--- config.mk ---
export PLATFORM = sky130hd
export DESIGN_NAME = parking_gate_controller
export DESIGN_NICKNAME = d
export VERILOG_FILES = /design/src/rtl/parking_gate_controller.sv
export SDC_FILE = /design/constraint.sdc
export NUM_CORES = 1
export LEC_CHECK = 0
export ABC_AREA = 1
export CORE_MARGIN = 4
export CORE_UTILIZATION = 46
export DETAILED_ROUTE_END_ITERATION = 7
export DONT_BUFFER_PORTS = 1
export MAX_ROUTING_LAYER = met4
export PLACE_DENSITY_LB_ADDON = 0.3
export SETUP_SLACK_MARGIN = 0.15
export SLEW_MARGIN = 20
export SYNTH_ARGS = -nofsm -noshare
export SYNTH_HDL_FRONTEND = slang
export SYNTH_SLANG_ARGS = --single-unit
--- constraint.sdc ---
create_clock -name i_clk -period 1.65 [get_ports i_clk]
set_input_delay 0.33 -clock i_clk [delete_from_list [all_inputs] [get_ports i_clk]]
set_output_delay 0.33 -clock i_clk [all_outputs]
set_load 0.01 [all_outputs]
--- src/rtl/parking_gate_controller.sv ---
// Parking entry gate: password-checked access with a bounded free-spot counter,
// lockout after repeated wrong passwords, and fully registered outputs.
module parking_gate_controller #(
  parameter int unsigned TOTAL_SPOTS  = 10,
  parameter int unsigned CNT_W        = 4,
  parameter int unsigned PASS_W       = 4,
  parameter logic [PASS_W-1:0] PASS_VALUE = PASS_W'(4'b1010),
  parameter int unsigned MAX_TRIES    = 3,
  parameter int unsigned PASS_TIMEOUT = 16,
  parameter int unsigned GATE_CYCLES  = 4,
  parameter int unsigned LOCK_CYCLES  = 8
) (
  input  logic              i_clk,
  input  logic              i_reset,
  input  logic              i_car_request,
  input  logic              i_car_exit,
  input  logic              i_pass_valid,
  input  logic [PASS_W-1:0] i_entered_pass,
  output logic [CNT_W-1:0]  o_available_spots,
  output logic              o_access_granted,
  output logic              o_access_denied,
  output logic              o_gate_open,
  output logic              o_full,
  output logic              o_locked
);

  // One shared timer serves the WAIT_PASS, GRANT and LOCKOUT windows.
  localparam int unsigned TMR_MAX0 = (PASS_TIMEOUT > GATE_CYCLES) ? PASS_TIMEOUT : GATE_CYCLES;
  localparam int unsigned TMR_MAX  = (TMR_MAX0 > LOCK_CYCLES) ? TMR_MAX0 : LOCK_CYCLES;
  localparam int unsigned TMR_W    = $clog2(TMR_MAX + 1);
  localparam int unsigned FAIL_W   = $clog2(MAX_TRIES + 1);
  localparam logic [CNT_W-1:0] TOTAL_C = CNT_W'(TOTAL_SPOTS);

  typedef enum logic [2:0] {
    ST_IDLE       = 3'd0,
    ST_WAIT_PASS  = 3'd1,
    ST_CHECK_PASS = 3'd2,
    ST_GRANT      = 3'd3,
    ST_LOCKOUT    = 3'd4
  } state_t;

  state_t              r_state;
  logic [TMR_W-1:0]    r_timer;
  logic [FAIL_W-1:0]   r_fail_cnt;
  logic [PASS_W-1:0]   r_pass;
  logic [CNT_W-1:0]    r_spots;
  logic                r_granted;
  logic                r_denied;
  logic                r_gate;
  logic                r_full;
  logic                r_locked;

  logic                w_match;
  logic                w_dec;
  logic                w_inc;
  logic [CNT_W-1:0]    w_spots_next;
  logic [FAIL_W-1:0]   w_fail_inc;

  // Next spot count: exit and grant cancel out; each side is range-guarded so no wrap.
  always_comb begin
    w_match    = (r_pass == PASS_VALUE);
    w_dec      = (r_state == ST_CHECK_PASS) && w_match && (r_spots != CNT_W'(0));
    w_inc      = i_car_exit && (r_spots < TOTAL_C);
    w_fail_inc = r_fail_cnt + FAIL_W'(1);
    if (w_inc && !w_dec) begin
      w_spots_next = r_spots + CNT_W'(1);
    end else if (w_dec && !w_inc) begin
      w_spots_next = r_spots - CNT_W'(1);
    end else begin
      w_spots_next = r_spots;
    end
  end

  // Gate FSM, spot counter and all registered outputs.
  always_ff @(posedge i_clk) begin
    if (i_reset) begin
      r_state    <= ST_IDLE;
      r_timer    <= TMR_W'(0);
      r_fail_cnt <= FAIL_W'(0);
      r_pass     <= PASS_W'(0);
      r_spots    <= TOTAL_C;
      r_granted  <= 1'b0;
      r_denied   <= 1'b0;
      r_gate     <= 1'b0;
      r_full     <= 1'b0;
      r_locked   <= 1'b0;
    end else begin
      r_spots   <= w_spots_next;
      r_full    <= (w_spots_next == CNT_W'(0));
      r_granted <= 1'b0;
      r_denied  <= 1'b0;
      case (r_state)
        ST_IDLE: begin
          if (i_car_request) begin
            if (r_spots == CNT_W'(0)) begin
              r_denied <= 1'b1;
            end else begin
              r_state <= ST_WAIT_PASS;
              r_timer <= TMR_W'(0);
            end
          end
        end
        ST_WAIT_PASS: begin
          if (i_pass_valid) begin
            r_pass  <= i_entered_pass;
            r_state <= ST_CHECK_PASS;
          end else if (r_timer == TMR_W'(PASS_TIMEOUT - 1)) begin
            r_denied <= 1'b1;
            r_state  <= ST_IDLE;
            r_timer  <= TMR_W'(0);
          end else begin
            r_timer <= r_timer + TMR_W'(1);
          end
        end
        ST_CHECK_PASS: begin
          r_timer <= TMR_W'(0);
          if (w_dec) begin
            r_granted  <= 1'b1;
            r_gate     <= 1'b1;
            r_fail_cnt <= FAIL_W'(0);
            r_state    <= ST_GRANT;
          end else if (w_match) begin
            // Right password but the lot filled up meanwhile: refuse without penalty.
            r_denied <= 1'b1;
            r_state  <= ST_IDLE;
          end else begin
            r_denied   <= 1'b1;
            r_fail_cnt <= w_fail_inc;
            if (w_fail_inc == FAIL_W'(MAX_TRIES)) begin
              r_locked <= 1'b1;
              r_state  <= ST_LOCKOUT;
            end else begin
              r_state <= ST_IDLE;
            end
          end
        end
        ST_GRANT: begin
          if (r_timer == TMR_W'(GATE_CYCLES - 1)) begin
            r_gate  <= 1'b0;
            r_timer <= TMR_W'(0);
            r_state <= ST_IDLE;
          end else begin
            r_timer <= r_timer + TMR_W'(1);
          end
        end
        ST_LOCKOUT: begin
          if (r_timer == TMR_W'(LOCK_CYCLES - 1)) begin
            r_locked   <= 1'b0;
            r_fail_cnt <= FAIL_W'(0);
            r_timer    <= TMR_W'(0);
            r_state    <= ST_IDLE;
          end else begin
            r_timer <= r_timer + TMR_W'(1);
          end
        end
        default: begin
          r_state  <= ST_IDLE;
          r_timer  <= TMR_W'(0);
          r_gate   <= 1'b0;
          r_locked <= 1'b0;
        end
      endcase
    end
  end

  assign o_available_spots = r_spots;
  assign o_access_granted  = r_granted;
  assign o_access_denied   = r_denied;
  assign o_gate_open       = r_gate;
  assign o_full            = r_full;
  assign o_locked          = r_locked;

endmodule

# == After elaboration in Yosys (flattened, before gate mapping) ==
# Cells that the tools add are included.
# word_totals
reg_bits,23
in_bits,9
out_inout_bits,9
word_cells,97
# op_classes
add_sub_neg,4
magnitude_cmp,1
eq_ne,20
n_mux,38
bitwise,3
n_reduce_logical,21
# ops
cell,count
$mux W5,6
$mux W3,9
$pmux W5 S4,1
$ne A2 B2 Y1 const B,8
$pmux W3 S5,1
$mux W1,12
$reduce_and A5 Y1,2
$pmux W1 S3,3
$reduce_and A3 Y1,3
$logic_not A4 Y1,2
$mux W4,2
$eq A3 B2 Y1 const B,2
$mux W2,3
$ne A3 B3 Y1 const B,2
$reduce_or A3 Y1,2
$add A5 B1 Y5 const B,1
$eq A5 B2 Y1 const B,1
$eq A5 B3 Y1 const B,1
$eq A5 B4 Y1 const B,1
$logic_and A1 B1 Y1,5
$add A4 B1 Y4 const B,1
$eq A4 B4 Y1 const B,1
$lt A4 B4 Y1 const B,1
$pmux W2 S2,1
13 further kinds,16

# == Logic depth before layout (Yosys ltp) ==
# depth
depth_word,7
ltp_mapped,12
mapped_depth_nobuf,12

# == Worst setup path before layout ==
# OpenSTA, ideal clock, no wires.
# synth_timing
path_kind,register to register
start,register r_spots[0] (netlist: o_available_spots[0])
end,register r_full (netlist: o_full)
setup_ns,0.062
arrival_time_ns,1.439
t_required_ns,1.588
path_slack_ns,0.149
path_stages_with_launch,12
n_path_buf,0
period_less_slack_ns,1.501
path_cell_list,dfxtp_1 > inv_1 > ha_1 > nand2_1 > nand3_4 > nand2_4 > nand2_1 > nand2_2 > nand2_1 > nor2_1 > nand2_1 > nor2_2
# synth_between
elab_chain_len,7
elab_cells_between_ends,13
classes_between,add/sub (2); order compare (1); mux (2); reduce/logical (8)
# synth_lines
item,line,text
from (decl),46,logic [CNT_W-1:0] r_spots;
from (signal assigned),88,r_spots <= w_spots_next;
$lt A4 B4 Y1,63,w_inc = i_car_exit && (r_spots < TOTAL_C);
$logic_and A1 B1 Y1,63,
$logic_not A1 Y1,67,end else if (w_dec && !w_inc) begin
$logic_and A1 B1 Y1,67,
$mux W4,67,
$mux W4 *,65,if (w_inc && !w_dec) begin
$logic_not A4 Y1 *,89,r_full <= (w_spots_next == CNT_W'(0));
to (signal assigned),89,
to (decl),50,logic r_full;
# Every way passes the cells marked *; elsewhere a longest branch is shown, timed or not.
# A chain may end at the register's enable or synchronous reset.

# == Worst setup path in the final report ==
# layout_timing
start,register r_state[2]
end,register r_full (netlist: o_full)
# layout_between
elab_chain_len,7
elab_cells_between_ends,9
classes_between,eq/ne (1); mux (2); reduce/logical (6)
# layout_lines
item,line,text
from (decl),42,state_t r_state;
from (signal assigned),77,r_state <= ST_IDLE;
from (signal assigned),98,r_state <= ST_WAIT_PASS;
from (signal assigned),106,r_state <= ST_CHECK_PASS;
$eq A3 B2 Y1 *,62,w_dec = (r_state == ST_CHECK_PASS) && w_match && (r_spots != CNT_W'(0));
$logic_and A1 B1 Y1 * (2 in series),62,
$logic_and A1 B1 Y1 / $logic_not A1 Y1 (equally long branches),"67, 65",
$mux W4 / $logic_and A1 B1 Y1 (equally long branches),"67, 65",
$mux W4 *,65,
$logic_not A4 Y1 *,89,
# Marks and branches as above.

==> impl_metrics.py <==
metrics = {
    "outcome": {
        "outcome": "finished, final reports clean",
    },
    "drt": {
        "vias": 1264,
        "vias_per_cell": 5.36,
        "antenna_left": 0,
        "routed_wl_um": 3200,
        "wl_per_cell_um": 13.6,
        "drtIter0Drc": 61,
        "drc": 0,
        "dr.pass1.iters": 4,
    },
    "sta": {
        "period_minus_slack_ns": 1.50,
        "rsz0062_at_grt": "true",
        "tightest_slew_ns": 0.301,
        "drv_slew": 0,
        "fmax_mhz": 667,
        "post-route-period-util": 0.908,
        "finalHoldViolCount": 0,
        "final-setup-viol-count": 0,
        "max_slew_margin": 0.799,
        "fin_worst_skew_ns": 0.00652,
    },
    "place": {
        "place_congestion": 0.867,
        "io_buffers": 0,
        "post_dp_cell_area_um2": 1370,
        "hpwl_um": 2250,
    },
    "setup_path": {
        "critPathKind": "flip-flop to flip-flop",
        "path_max_fanout": 8,
        "endpoint_kind": "flip-flop",
        "required_ns": 1.92,
        "crit_path_start_kind": "flip-flop",
        "arrival_ns": 1.77,
    },
    "clock_network": {
        "cts_buffers": 3,
        "clk_path_buf_depth": 2,
        "clock-root-buffer": "clkbuf_4",
        "cts_tree": "built",
        "insertion_delay_ns": 0.32,
        "numClockSinks": 23,
        "path_clk_slew_ns": 0.13,
        "htreeDepth": 1,
    },
    "logic_synthesis": {
        "synthTopCellsByArea": "dfxtp_1 35%, nand2_1 13%, nand3_1 10%, inv_1 7.1%, nor2_1 6.0%",
        "synth_fp_nets": 208,
        "synth.largest_area_cell": "dfxtp_1",
        "synthTopCellsByCount": "44 x nand2_1, 27 x nand3_1, 25 x inv_1",
        "synth_cells": 193,
        "yosys.cell_types.count": 23,
        "synth_top_area_share": 0.351,
        "syn-mean-instance-area_um2": 6.80,
        "synth-seq-cells": 23,
        "synth_flop_cell": "dfxtp_1",
        "ys_async_sr_fraction": 0,
        "yosys_warnings": 0,
        "ys_seq_area_frac": 0.351,
        "syn_area_um2": 1310,
        "yosysMostFrequentCell": "nand2_1",
        "synth_edf_count": 0,
    },
    "hold_path": {
        "holdCritPathClass": "input pin to flip-flop",
    },
    "die": {
        "top_level_ports": 18,
        "start_util": 0.480,
        "coreArea_um2": 2730,
        "rows": 19,
        "dieHeight_um": 61.4,
        "die_x_um": 61.4,
        "die_area_um2": 3770,
    },
    "pwr": {
        "intPower_uw": 772,
        "power_density_nw_per_um2": 718,
        "net-switching-power_uw": 356,
        "pwr-share-seq": 0.538,
        "p_sw_frac": 0.315,
        "total_power_uw": 1130,
        "p_comb_frac": 0.221,
        "irDropWorstVdd_v": 0.000428,
        "p_leak_uw": 0.000690,
        "pwr-share-clk": 0.240,
    },
    "cells_and_area": {
        "drive_gt1_frac": 0.298,
        "stdcell_area_um2": 1570,
        "finalNetCount": 221,
        "regArea_um2": 480,
        "num-fill-cells": 254,
        "synthToLayoutAreaGrowth_pct": 19.7,
        "final_core_util": 0.575,
        "diodes": 0,
        "multi_input_area_um2": 838,
    },
    "global_routing": {
        "grt_max_degree": 15,
        "grt_pass1_vias": 1237,
        "grt-ovfl-total": 0,
        "antenna_found_initial": 0,
        "grt_usage": 0.190,
        "grt_pass1_wl_um": 5210,
    },
    "job": {
        "drv_cap": 0,
    },
}
## metrics by stage
stage	TNS (ns)	instances	worst slack, ns	hold WS, ns
after floorplan	0	193	0.205	0.399
after global placement	0	226	0.0544	0.398
after detailed placement	-0.0148	226	-0.0148	0.396
after CTS	0	231	0.139	0.0508
after global routing	0	236	0.0353	0.0399
final	0	236	0.152	0.0469
## power by group through the flow
stage / clock network [uW] / registers [uW] / logic, uW
6_report: 271 / 608 / 250
4_1_cts: 272 / 605 / 201
2_1_floorplan: 0 / 613 / 162
3_5_place_dp: 0 / 618 / 198
5_1_grt: 296 / 612 / 283
3_3_place_gp: 0 / 616 / 192
## registers in the layout, summed over array words and instances (netlist names)
name               flops
o_available_spots      4
r_fail_cnt             2
r_state                3
o_access_granted       1
r_timer                5
r_pass                 4
o_full                 1
o_locked               1
o_access_denied        1
o_gate_open            1
## critical path: stages (launching register included)
cell,delay (ns)
dfxtp_4,0.41
inv_2,0.09
nand3_1,0.12
nor2_2,0.20
nand3_2,0.14
nand3_1,0.14
nand2_1,0.07
nor2_2,0.12
nand2_1,0.08
nor2_2,0.08
## what timing repair did
item	in CTS	in global routing
gates cloned	0	0
endpoints found under the setup margin	13	13
gates resized for setup	12	32
endpoints found under the hold margin	0	0
pin swaps	3	8
buffers inserted	1	5
hold buffers	0	0
## cell usage in the layout, fill, tap and decap left out, types with 2 or more instances in the layout
cell type	n
a21oi_1	9
dfxtp_4	4
o21ai_0	9
clkbuf_4	3
inv_1	21
buf_4	10
nand2_4	4
dfxtp_2	4
nor2_2	6
nand2_1	37
inv_4	3
nand3_1	25
dfxtp_1	15
nor2_4	3
ha_1	3
nor2_1	16
ha_4	3
nor3_1	2
o21ai_1	2
nand3_2	2
inv_2	4
nand4_1	2
nand2_2	10
## cells by family after synthesis
logic type	share of synthesized area
AND/OR/NAND/NOR	0.399
buffers and inverters	0.0915
AO/OA/AOI/OAI	0.101
flip-flops	0.351
adder cells (fa/ha/maj)	0.0572
## final timing paths
| path | slack, ns | end | startpoint | depth (start not counted) |
|---|---|---|---|---|
| max | 0.15 | o_full | r_state[2] | 9 |
| min | 0.05 | o_available_spots[0] | i_reset | 1 |
| max reg2reg | 0.15 | o_full | r_state[2] | 9 |
| min reg2reg | 0.48 | r_timer[0] | r_timer[0] | 1 |
## cell type report
type                            count  share of cell area
Multi-Input combinational cell    140               0.533
Sequential cell                    23               0.306
Inverter                           28              0.0717
Timing Repair Buffer               10              0.0478
Tap cell                           31              0.0247
Clock buffer                        4              0.0167
## per-layer routing
metal	GRT usage	vias to the layer above	share of wire
met3	0.0440	9	0.045
li1	-	649	-
met2	0.314	27	0.51
met4	0.0788	0	0.026
met1	0.220	579	0.42
met5	-	-	0
(Power assumes the default switching activity.)
